File: config.mk
export PLATFORM = sky130hd
export DESIGN_NAME = sd_req_arbiter
export DESIGN_NICKNAME = d
export VERILOG_FILES = /design/src/rtl/sd_arb_pkg.sv /design/src/rtl/sd_req_arbiter_rr_pick.sv /design/src/rtl/sd_req_arbiter.sv
export SDC_FILE = /design/constraint.sdc
export NUM_CORES = 1
export LEC_CHECK = 0
export ABC_CLOCK_PERIOD_IN_PS = 7400
export CAP_MARGIN = 20
export CORE_MARGIN = 2
export CORE_UTILIZATION = 33
export CTS_BUF_LIST = sky130_fd_sc_hd__clkbuf_16
export DETAILED_ROUTE_END_ITERATION = 10
export GPL_TIMING_DRIVEN = 0
export SKIP_CTS_REPAIR_TIMING = 1
export SLEW_MARGIN = 20
export SYNTH_ARGS = -nofsm -noshare
export SYNTH_HDL_FRONTEND = slang
export SYNTH_SLANG_ARGS = --single-unit
File: constraint.sdc
create_clock -name clk_sys -period 7.4 [get_ports clk_sys]
set_input_delay 0.74 -clock clk_sys [delete_from_list [all_inputs] [get_ports clk_sys]]
set_output_delay 0.74 -clock clk_sys [all_outputs]
set_load 0.05 [all_outputs]
File: src/rtl/sd_arb_pkg.sv
// Shared types for the SD block-channel arbiter.
//   arb_state_t : arbiter FSM states
//   arb_op_t    : latched transfer direction of the current owner
package sd_arb_pkg;

    typedef enum logic [1:0] {
        IDLE = 2'd0,
        REQ  = 2'd1,
        XFER = 2'd2,
        DONE = 2'd3
    } arb_state_t;

    typedef enum logic {
        OP_RD = 1'b0,
        OP_WR = 1'b1
    } arb_op_t;

endpackage

File: src/rtl/sd_req_arbiter_rr_pick.sv
// Combinational round-robin priority encoder.
//   req    : request vector, one bit per client
//   ptr    : index of the highest-priority client this round
//   winner : one-hot first set bit at or above ptr (wrapping), zero if none
//   valid  : at least one request is set
module rr_pick #(
    parameter int unsigned NUM_DRV = 4,
    parameter int unsigned PtrW    = 2
) (
    input  logic [NUM_DRV-1:0] req,
    input  logic [PtrW-1:0]    ptr,
    output logic [NUM_DRV-1:0] winner,
    output logic               valid
);

    int unsigned idx;

    always_comb begin
        winner = '0;
        valid  = 1'b0;
        idx    = 0;
        for (int unsigned i = 0; i < NUM_DRV; i++) begin
            idx = (32'(ptr) + i) % NUM_DRV;
            if (!valid && req[idx]) begin
                winner[idx] = 1'b1;
                valid       = 1'b1;
            end
        end
    end

endmodule

File: src/rtl/sd_req_arbiter.sv
// Shares the hps_io SD block-transfer channel between NUM_DRV disk clients.
//   clk_sys, reset       : system clock, synchronous active-high reset
//   req_rd/req_wr/req_lba: per-client level requests and LBAs (32 bits each)
//   req_done/req_err     : one-cycle completion / timeout pulses per client
//   buff_wr              : sd_buff_wr steered to the owner during the transfer
//   grant                : one-hot owner while in REQ/XFER, zero otherwise
//   sd_lba/sd_rd/sd_wr   : request side towards hps_io
//   sd_ack/sd_buff_wr    : acknowledge and buffer strobe from hps_io
module sd_req_arbiter
    import sd_arb_pkg::*;
#(
    parameter int unsigned NUM_DRV = 4,
    parameter int unsigned TIMEOUT = 24'd12000000
) (
    input  logic                  clk_sys,
    input  logic                  reset,
    input  logic [NUM_DRV-1:0]    req_rd,
    input  logic [NUM_DRV-1:0]    req_wr,
    input  logic [32*NUM_DRV-1:0] req_lba,
    output logic [NUM_DRV-1:0]    req_done,
    output logic [NUM_DRV-1:0]    req_err,
    output logic [NUM_DRV-1:0]    buff_wr,
    output logic [NUM_DRV-1:0]    grant,
    output logic [31:0]           sd_lba,
    output logic [NUM_DRV-1:0]    sd_rd,
    output logic [NUM_DRV-1:0]    sd_wr,
    input  logic                  sd_ack,
    input  logic                  sd_buff_wr
);

    localparam int unsigned PtrW = (NUM_DRV > 1) ? $clog2(NUM_DRV) : 1;
    localparam int unsigned CntW = $clog2(TIMEOUT) + 1;

    arb_state_t         state_q, state_d;
    arb_op_t            op_q, op_d;
    logic [NUM_DRV-1:0] owner_q, owner_d;
    logic [PtrW-1:0]    idx_q, idx_d;
    logic [PtrW-1:0]    rr_q, rr_d;
    logic [31:0]        lba_q, lba_d;
    logic [CntW-1:0]    cnt_q, cnt_d;
    logic [NUM_DRV-1:0] err_q, err_d;

    logic [NUM_DRV-1:0] winner;
    logic               win_valid;
    logic [PtrW-1:0]    win_idx;
    logic [31:0]        win_lba;
    logic [PtrW-1:0]    rr_next;

    rr_pick #(
        .NUM_DRV (NUM_DRV),
        .PtrW    (PtrW)
    ) u_rr_pick (
        .req    (req_rd | req_wr),
        .ptr    (rr_q),
        .winner (winner),
        .valid  (win_valid)
    );

    // Index and LBA of the one-hot winner.
    always_comb begin
        win_idx = '0;
        win_lba = '0;
        for (int unsigned i = 0; i < NUM_DRV; i++) begin
            if (winner[i]) begin
                win_idx = PtrW'(i);
                win_lba = req_lba[32*i +: 32];
            end
        end
    end

    assign rr_next = PtrW'((32'(idx_q) + 32'd1) % NUM_DRV);

    always_comb begin
        state_d = state_q;
        op_d    = op_q;
        owner_d = owner_q;
        idx_d   = idx_q;
        rr_d    = rr_q;
        lba_d   = lba_q;
        cnt_d   = cnt_q;
        err_d   = '0;
        unique case (state_q)
            IDLE: begin
                if (win_valid) begin
                    owner_d = winner;
                    idx_d   = win_idx;
                    lba_d   = win_lba;
                    // Write wins when a client raises both requests.
                    op_d    = (|(winner & req_wr)) ? OP_WR : OP_RD;
                    cnt_d   = '0;
                    state_d = REQ;
                end
            end
            REQ: begin
                // A stale ack already high on entry counts as a real ack.
                if (sd_ack) begin
                    state_d = XFER;
                end else if (!(|(owner_q & (req_rd | req_wr)))) begin
                    state_d = IDLE;
                end else if (cnt_q == CntW'(TIMEOUT - 1)) begin
                    err_d   = owner_q;
                    rr_d    = rr_next;
                    state_d = IDLE;
                end else begin
                    cnt_d = cnt_q + 1'b1;
                end
            end
            XFER: begin
                if (!sd_ack) begin
                    state_d = DONE;
                end
            end
            DONE: begin
                rr_d    = rr_next;
                state_d = IDLE;
            end
            default: state_d = IDLE;
        endcase
    end

    always_ff @(posedge clk_sys) begin
        if (reset) begin
            state_q <= IDLE;
            op_q    <= OP_RD;
            owner_q <= '0;
            idx_q   <= '0;
            rr_q    <= '0;
            lba_q   <= '0;
            cnt_q   <= '0;
            err_q   <= '0;
        end else begin
            state_q <= state_d;
            op_q    <= op_d;
            owner_q <= owner_d;
            idx_q   <= idx_d;
            rr_q    <= rr_d;
            lba_q   <= lba_d;
            cnt_q   <= cnt_d;
            err_q   <= err_d;
        end
    end

    always_comb begin
        grant    = '0;
        sd_rd    = '0;
        sd_wr    = '0;
        buff_wr  = '0;
        req_done = '0;
        if (state_q == REQ || state_q == XFER) begin
            grant = owner_q;
        end
        if (state_q == REQ) begin
            if (op_q == OP_WR) begin
                sd_wr = owner_q;
            end else begin
                sd_rd = owner_q;
            end
        end
        if (state_q == XFER && sd_buff_wr) begin
            buff_wr = owner_q;
        end
        if (state_q == DONE) begin
            req_done = owner_q;
        end
    end

    assign req_err = err_q;
    assign sd_lba  = lba_q;

endmodule

* Word-level counts from Yosys, hierarchy flattened *
Cells that the tools add are included.

storage, ports and cells
  output and inout bits = 56
  register bits after elaboration = 72

cells by class
  bitwise logic cells = 9
  reduce and logical (&&, ||, !) cells = 22
  $lt $le $gt $ge = 8
  $add $sub $neg = 5
  equal/unequal tests = 11
  mux-type cells = 54

operators with widths
  cell                                                                number
  two-way mux 32 bit                                                  4
  two-way mux 25 bit                                                  4
  case mux 25 bit (2 select lines)                                    1
  two-way mux 4 bit                                                   11
  adder 25 x 1 -> 25 bit (second input constant)                      1
  == test 25 x 24 -> 1 bit (second input constant)                    1
  two-way mux 2 bit                                                   10
  OR 4 bit                                                            4
  two-way mux 1 bit                                                   14
  less-than comparator 2 x 3 -> 1 bit (second input constant)         4
  inequality test 2 bit (second input constant)                       5
  bitwise AND 4 bit                                                   2
  binary-select mux 1 bit (select 2 bit)                              4
  demux 1 bit (select 2 bit)                                          4
  greater-or-equal comparator 2 x 1 -> 1 bit (second input constant)  4
  logical AND 1 bit                                                   8
  case mux 2 bit (4 select lines)                                     1
  OR reduction 4 bit                                                  2
  AND reduction 5 bit                                                 1
  OR reduction 5 bit                                                  1
  adder 2 x 1 -> 2 bit (second input constant)                        2
  adder 2 bit (second input constant)                                 2
  == test 2 bit (second input constant)                               2
  inequality test 4 bit (second input constant)                       1
  11 further kinds                                                    16

* Logic depth before layout (Yosys ltp) *
  word-level depth = 17
  depth in mapped cells = 12
  mapped depth without buffers = 10

* Cells and area by module *
Synthesis repeated with hierarchy kept, for this count alone.

second synthesis, totals
  cell total of the unflattened synthesis = 615
  area, all modules = 4714.5 um2

modules (own cells, without submodules)
  module          cells an instance  seq. area each (um2)  times used  area each (um2)
  sd_req_arbiter  553                1441.4                1           4220.3
  rr_pick         62                 0.0                   1           494.2

* Worst setup path before layout *
OpenSTA, ideal clock, no wires.

  path kind = input port to flip-flop
  from = input port req_rd[3]
  to = register lba_q[23] (netlist: sd_lba[23])
  required time = 7.312 ns
  stages on the path = 11
  setup time = 0.088 ns
  slack = 4.116 ns
  arrival = 3.196 ns
  cell sequence = or2_1 clkbuf_1 mux4_2 nor2b_4 a221o_1 a211oi_2 buf_4 buf_6 o211ai_1 a311o_1 a311oi_2

between the ends
  word-level cells in the longest chain between the ends = 17

RTL lines
  what                                     RTL line                      text
  start: declaration                       sd_req_arbiter.sv:17          input logic [NUM_DRV-1:0] req_rd,
  OR 4 bit (*)                             sd_req_arbiter.sv:53          .req (req_rd | req_wr),
  binary-select mux 1 bit (select 2 bit)   sd_req_arbiter_rr_pick.sv:24  if (!valid && req[idx]) begin
  two-way mux 1 bit (not written as such)  sd_req_arbiter_rr_pick.sv:24
  two-way mux 1 bit                        sd_req_arbiter_rr_pick.sv:24
  zero test 1 bit                          sd_req_arbiter_rr_pick.sv:24
  logical AND 1 bit                        sd_req_arbiter_rr_pick.sv:24
  two-way mux 1 bit                        sd_req_arbiter_rr_pick.sv:24
  zero test 1 bit                          sd_req_arbiter_rr_pick.sv:24
  logical AND 1 bit                        sd_req_arbiter_rr_pick.sv:24
  two-way mux 1 bit                        sd_req_arbiter_rr_pick.sv:24
  zero test 1 bit                          sd_req_arbiter_rr_pick.sv:24
  logical AND 1 bit                        sd_req_arbiter_rr_pick.sv:24
  two-way mux 4 bit                        sd_req_arbiter_rr_pick.sv:24
  two-way mux 32 bit (4 in a row)          sd_req_arbiter.sv:64          if (winner[i]) begin
  end signal: assignment                   sd_req_arbiter.sv:137         lba_q <= lba_d;
  end: declaration                         sd_req_arbiter.sv:39          logic [31:0] lba_q, lba_d;

Every way passes the cells marked *; elsewhere a longest branch is shown, timed or not. The select of a mux whose other input is x is not followed.
A chain may end at the register's enable or synchronous reset.

* Final worst setup path *
  from = input port req_wr[3]
  to = register lba_q[20] (netlist: sd_lba[20])

between the ends
  word-level cells in the longest chain between the ends = 17

RTL lines
  what                                     RTL line                      text
  start: declaration                       sd_req_arbiter.sv:18          input logic [NUM_DRV-1:0] req_wr,
  OR 4 bit (*)                             sd_req_arbiter.sv:53
  binary-select mux 1 bit (select 2 bit)   sd_req_arbiter_rr_pick.sv:24
  two-way mux 1 bit (not written as such)  sd_req_arbiter_rr_pick.sv:24
  two-way mux 1 bit                        sd_req_arbiter_rr_pick.sv:24
  zero test 1 bit                          sd_req_arbiter_rr_pick.sv:24
  logical AND 1 bit                        sd_req_arbiter_rr_pick.sv:24
  two-way mux 1 bit                        sd_req_arbiter_rr_pick.sv:24
  zero test 1 bit                          sd_req_arbiter_rr_pick.sv:24
  logical AND 1 bit                        sd_req_arbiter_rr_pick.sv:24
  two-way mux 1 bit                        sd_req_arbiter_rr_pick.sv:24
  zero test 1 bit                          sd_req_arbiter_rr_pick.sv:24
  logical AND 1 bit                        sd_req_arbiter_rr_pick.sv:24
  two-way mux 4 bit                        sd_req_arbiter_rr_pick.sv:24
  two-way mux 32 bit (4 in a row)          sd_req_arbiter.sv:64

Marks and branches as above.

==> reports/qor.txt <==
Residual DRC - 0
First-pass GRT wire length - 28.4 mm
DRT iter0 DRCs - 271
GP Congestion - 0.908
Worst-path cell chain - clkdlybuf4s50_1, or2_1, clkbuf_1, mux4_2, a311oi_2, a221o_1, clkbuf_1, clkbuf_1, nand2_1, a311oi_2
# H-tree levels - 3
Via/cell ratio - 5.42
Critical path type - in -> reg
Pleak - 2.53 nW
Synth area leaders - dfxtp_1, a311oi_2, nor2_1, a311o_1, o211ai_1
CP Launch Type - input port
Crit path required time - 7.64 ns
Gr usage total - 0.224
RSZ-0062 raised after global routing - no
Drt pass-1 iters - 5
Die X - 125 um
IO Port Bufs - 194
Fmax - 0.242 GHz
Die ar. - 15700 um2
Async S/R FF share, synth - 0
Initial antenna violation count - 0
Core area - 14400 um2
Setup Skew - 0.00700 ns
Final #Nets - 944
Post-synth EDFFs - 0
Share of cells above drive strength 1 - 0.0828
Clock sinks - 72
Unique cell type count in the Yosys netlist - 49
Rows - 44
HPWL after DPL - 14.1 mm
Power per cell area - 203 nW/um2
Final hold viol count - 0
Register Area - 1440 um2
Worst IR Drop VDD - 0.144 mV
Initial Utilization - 0.336
Cts bufs inserted - 9
Yosys top cell area share - 0.298
Most common cell after layout, fill and taps aside - clkdlybuf4s50_1
Total negative slack - 0 ns
Slew Limit Fails - 0
Status - complete, no violations
Max cap viols - 0
DR WL met2 - 8.55 mm
Buf/Inv on CP - 4
CTS root buffer - clkbuf_16
Final period utilization - 0.558
IO Count - 196
Cells after Synth - 587
Post-route ant nets - 0
Syn-to-layout area delta - 51.8%
Worst slew margin - 0.416
Largest delay contributor family on the critical path - buffers and inverters
Clock network latency to the later pin of the worst-skew pair - 0.34 ns
Pre-CTS setup slack - 2.98 ns
Multi-input gate area - 3150 um2
Synth Flop Type - dfxtp_1
CTS max path bufs - 2
Final WS setup - 3.27 ns
Mapped Avg Cell Area - 8.25 um2
Filler instances - 1388
Worst Max-Slew Pin Slew - 0.876 ns
Die height - 125 um
Mapped Nets - 739
Worst setup EP type - flip-flop
Synth warnings - 0
WL/cell - 18.4 um
CP max stage cell - mux4_2
Max Used Layer - met4
Number of synthesized register bits - 72
Maximum fanout along the worst path - 10
Max incr delay on CP - 0.54 ns
Gr ovfl total - 0
Via Count - 5314
Final wirelength - 18.1 mm
Met3 WL - 1.45 mm
Final Setup Violations - 0
Commonest non-fill, non-tap cells in the layout - clkdlybuf4s50_1, nor2_1, dfxtp_1
CP most frequent cell - clkbuf_1
Reg clk slew, reported paths - 0.06 ns
Hold Crit Class - reg -> reg
Largest net degree at the start of global routing - 13
Metal-1 WL - 7.74 mm
Tmin final - 4.13 ns
CP arrival - 4.37 ns
Cell area after synthesis - 4840 um2
Register area share after synthesis - 0.298
CTS tree - built
Cell accounting for the most synthesized area - dfxtp_1
Diodes inserted - 0
Vias in the first global route - 5499
==> where the power goes <==
group          internal (mW)  total, mW  leakage (nW)  switching (mW)
Clock                  0.327      0.504         0.168           0.177
Combinational          0.225      0.528          1.77           0.303
Sequential             0.427      0.459         0.590          0.0314
==> synth_stat cells, types with 2 or more instances <==
library cell	number
o21a_1	2
or3_1	7
a41oi_1	2
a22o_1	2
nor4b_1	2
nand2b_1	35
or4_1	3
and2_1	20
xor2_1	13
nor2b_1	2
o21ai_0	14
inv_2	2
mux4_2	2
o211ai_1	32
a31oi_1	2
nor4_1	4
a221o_1	3
buf_4	2
buf_2	6
nand3_1	12
buf_6	4
dfxtp_1	72
inv_1	4
xnor2_1	6
nand4_1	11
and3_1	12
a311oi_2	33
and4_1	6
nand2_1	49
or2_1	4
nor3_1	2
ha_1	12
clkbuf_1	35
nor2_1	107
a311o_1	32
a21oi_1	10
a211oi_1	9
==> registers in the layout, summed over array words and instances (netlist names), named ones only <==
register,count
idx_q,2
owner_q,4
req_err,4
op_q,1
state_q,1
rr_q,2
cnt_q,25
sd_lba,32
==> kinds of logic (layout without fill, tap and decap cells) <==
kind of cell    Yosys count  count (layout)  synth area share
compound gates          150             150             0.294
xor+xnor                 19              19            0.0344
fa+ha+maj                12              12            0.0310
buf+inv                  54             264            0.0512
flops                    72              72             0.298
mux                       3               3            0.0114
simple gates            277             277             0.280
==> per-stage QoR <==
| stage | utilization | power (mW) | hold WS [ns] | instances | cell area (um2) |
|---|---|---|---|---|---|
| detailed placement | 0.486 | 0.994 | 0.488 | 965 | 7010 |
| floorplan | - | 0.782 | 0.449 | 587 | 4840 |
| global route | 0.510 | 1.54 | 0.517 | 981 | 7350 |
| global placement | 0.486 | 0.988 | 0.465 | 965 | 7010 |
| finish | 0.510 | 1.49 | 0.496 | 981 | 7350 |
| CTS | 0.510 | 1.50 | 0.497 | 981 | 7350 |
==> layout make-up <==
class / instances / share of cell area
Buffer: 48 / 0.0306
Clock inverter: 7 / 0.0151
Timing Repair Buffer: 194 / 0.264
Tap cell: 184 / 0.0313
Clock buffer: 9 / 0.0306
Sequential cell: 72 / 0.196
Multi-Input combinational cell: 461 / 0.429
Inverter: 6 / 0.00306
==> final timing paths <==
path	slack, ns	end	depth (start not counted)	start
setup / recovery	3.27	sd_lba[20]$_SDFFE_PP0P_	10	req_wr[3]
hold reg to reg	0.50	cnt_q[23]$_SDFFE_PP0P_	2	cnt_q[23]$_SDFFE_PP0P_
setup reg to reg	3.34	sd_lba[20]$_SDFFE_PP0P_	9	rr_q[0]$_SDFFE_PP0P_
hold / removal	0.50	cnt_q[23]$_SDFFE_PP0P_	2	cnt_q[23]$_SDFFE_PP0P_
==> tightest hold or removal path: cells and delay by family (launching register included) <==
family | cells | cell delay, ns
flip-flops | 1 | 0.32
AO/OA/AOI/OAI | 2 | 0.13
==> per-layer routing <==
metal	vias up	track usage
li1	2593	-
met1	2502	0.275
met2	197	0.379
met3	22	0.0672
met4	0	0.0693
met5	-	0
(Power assumes the default switching activity.)
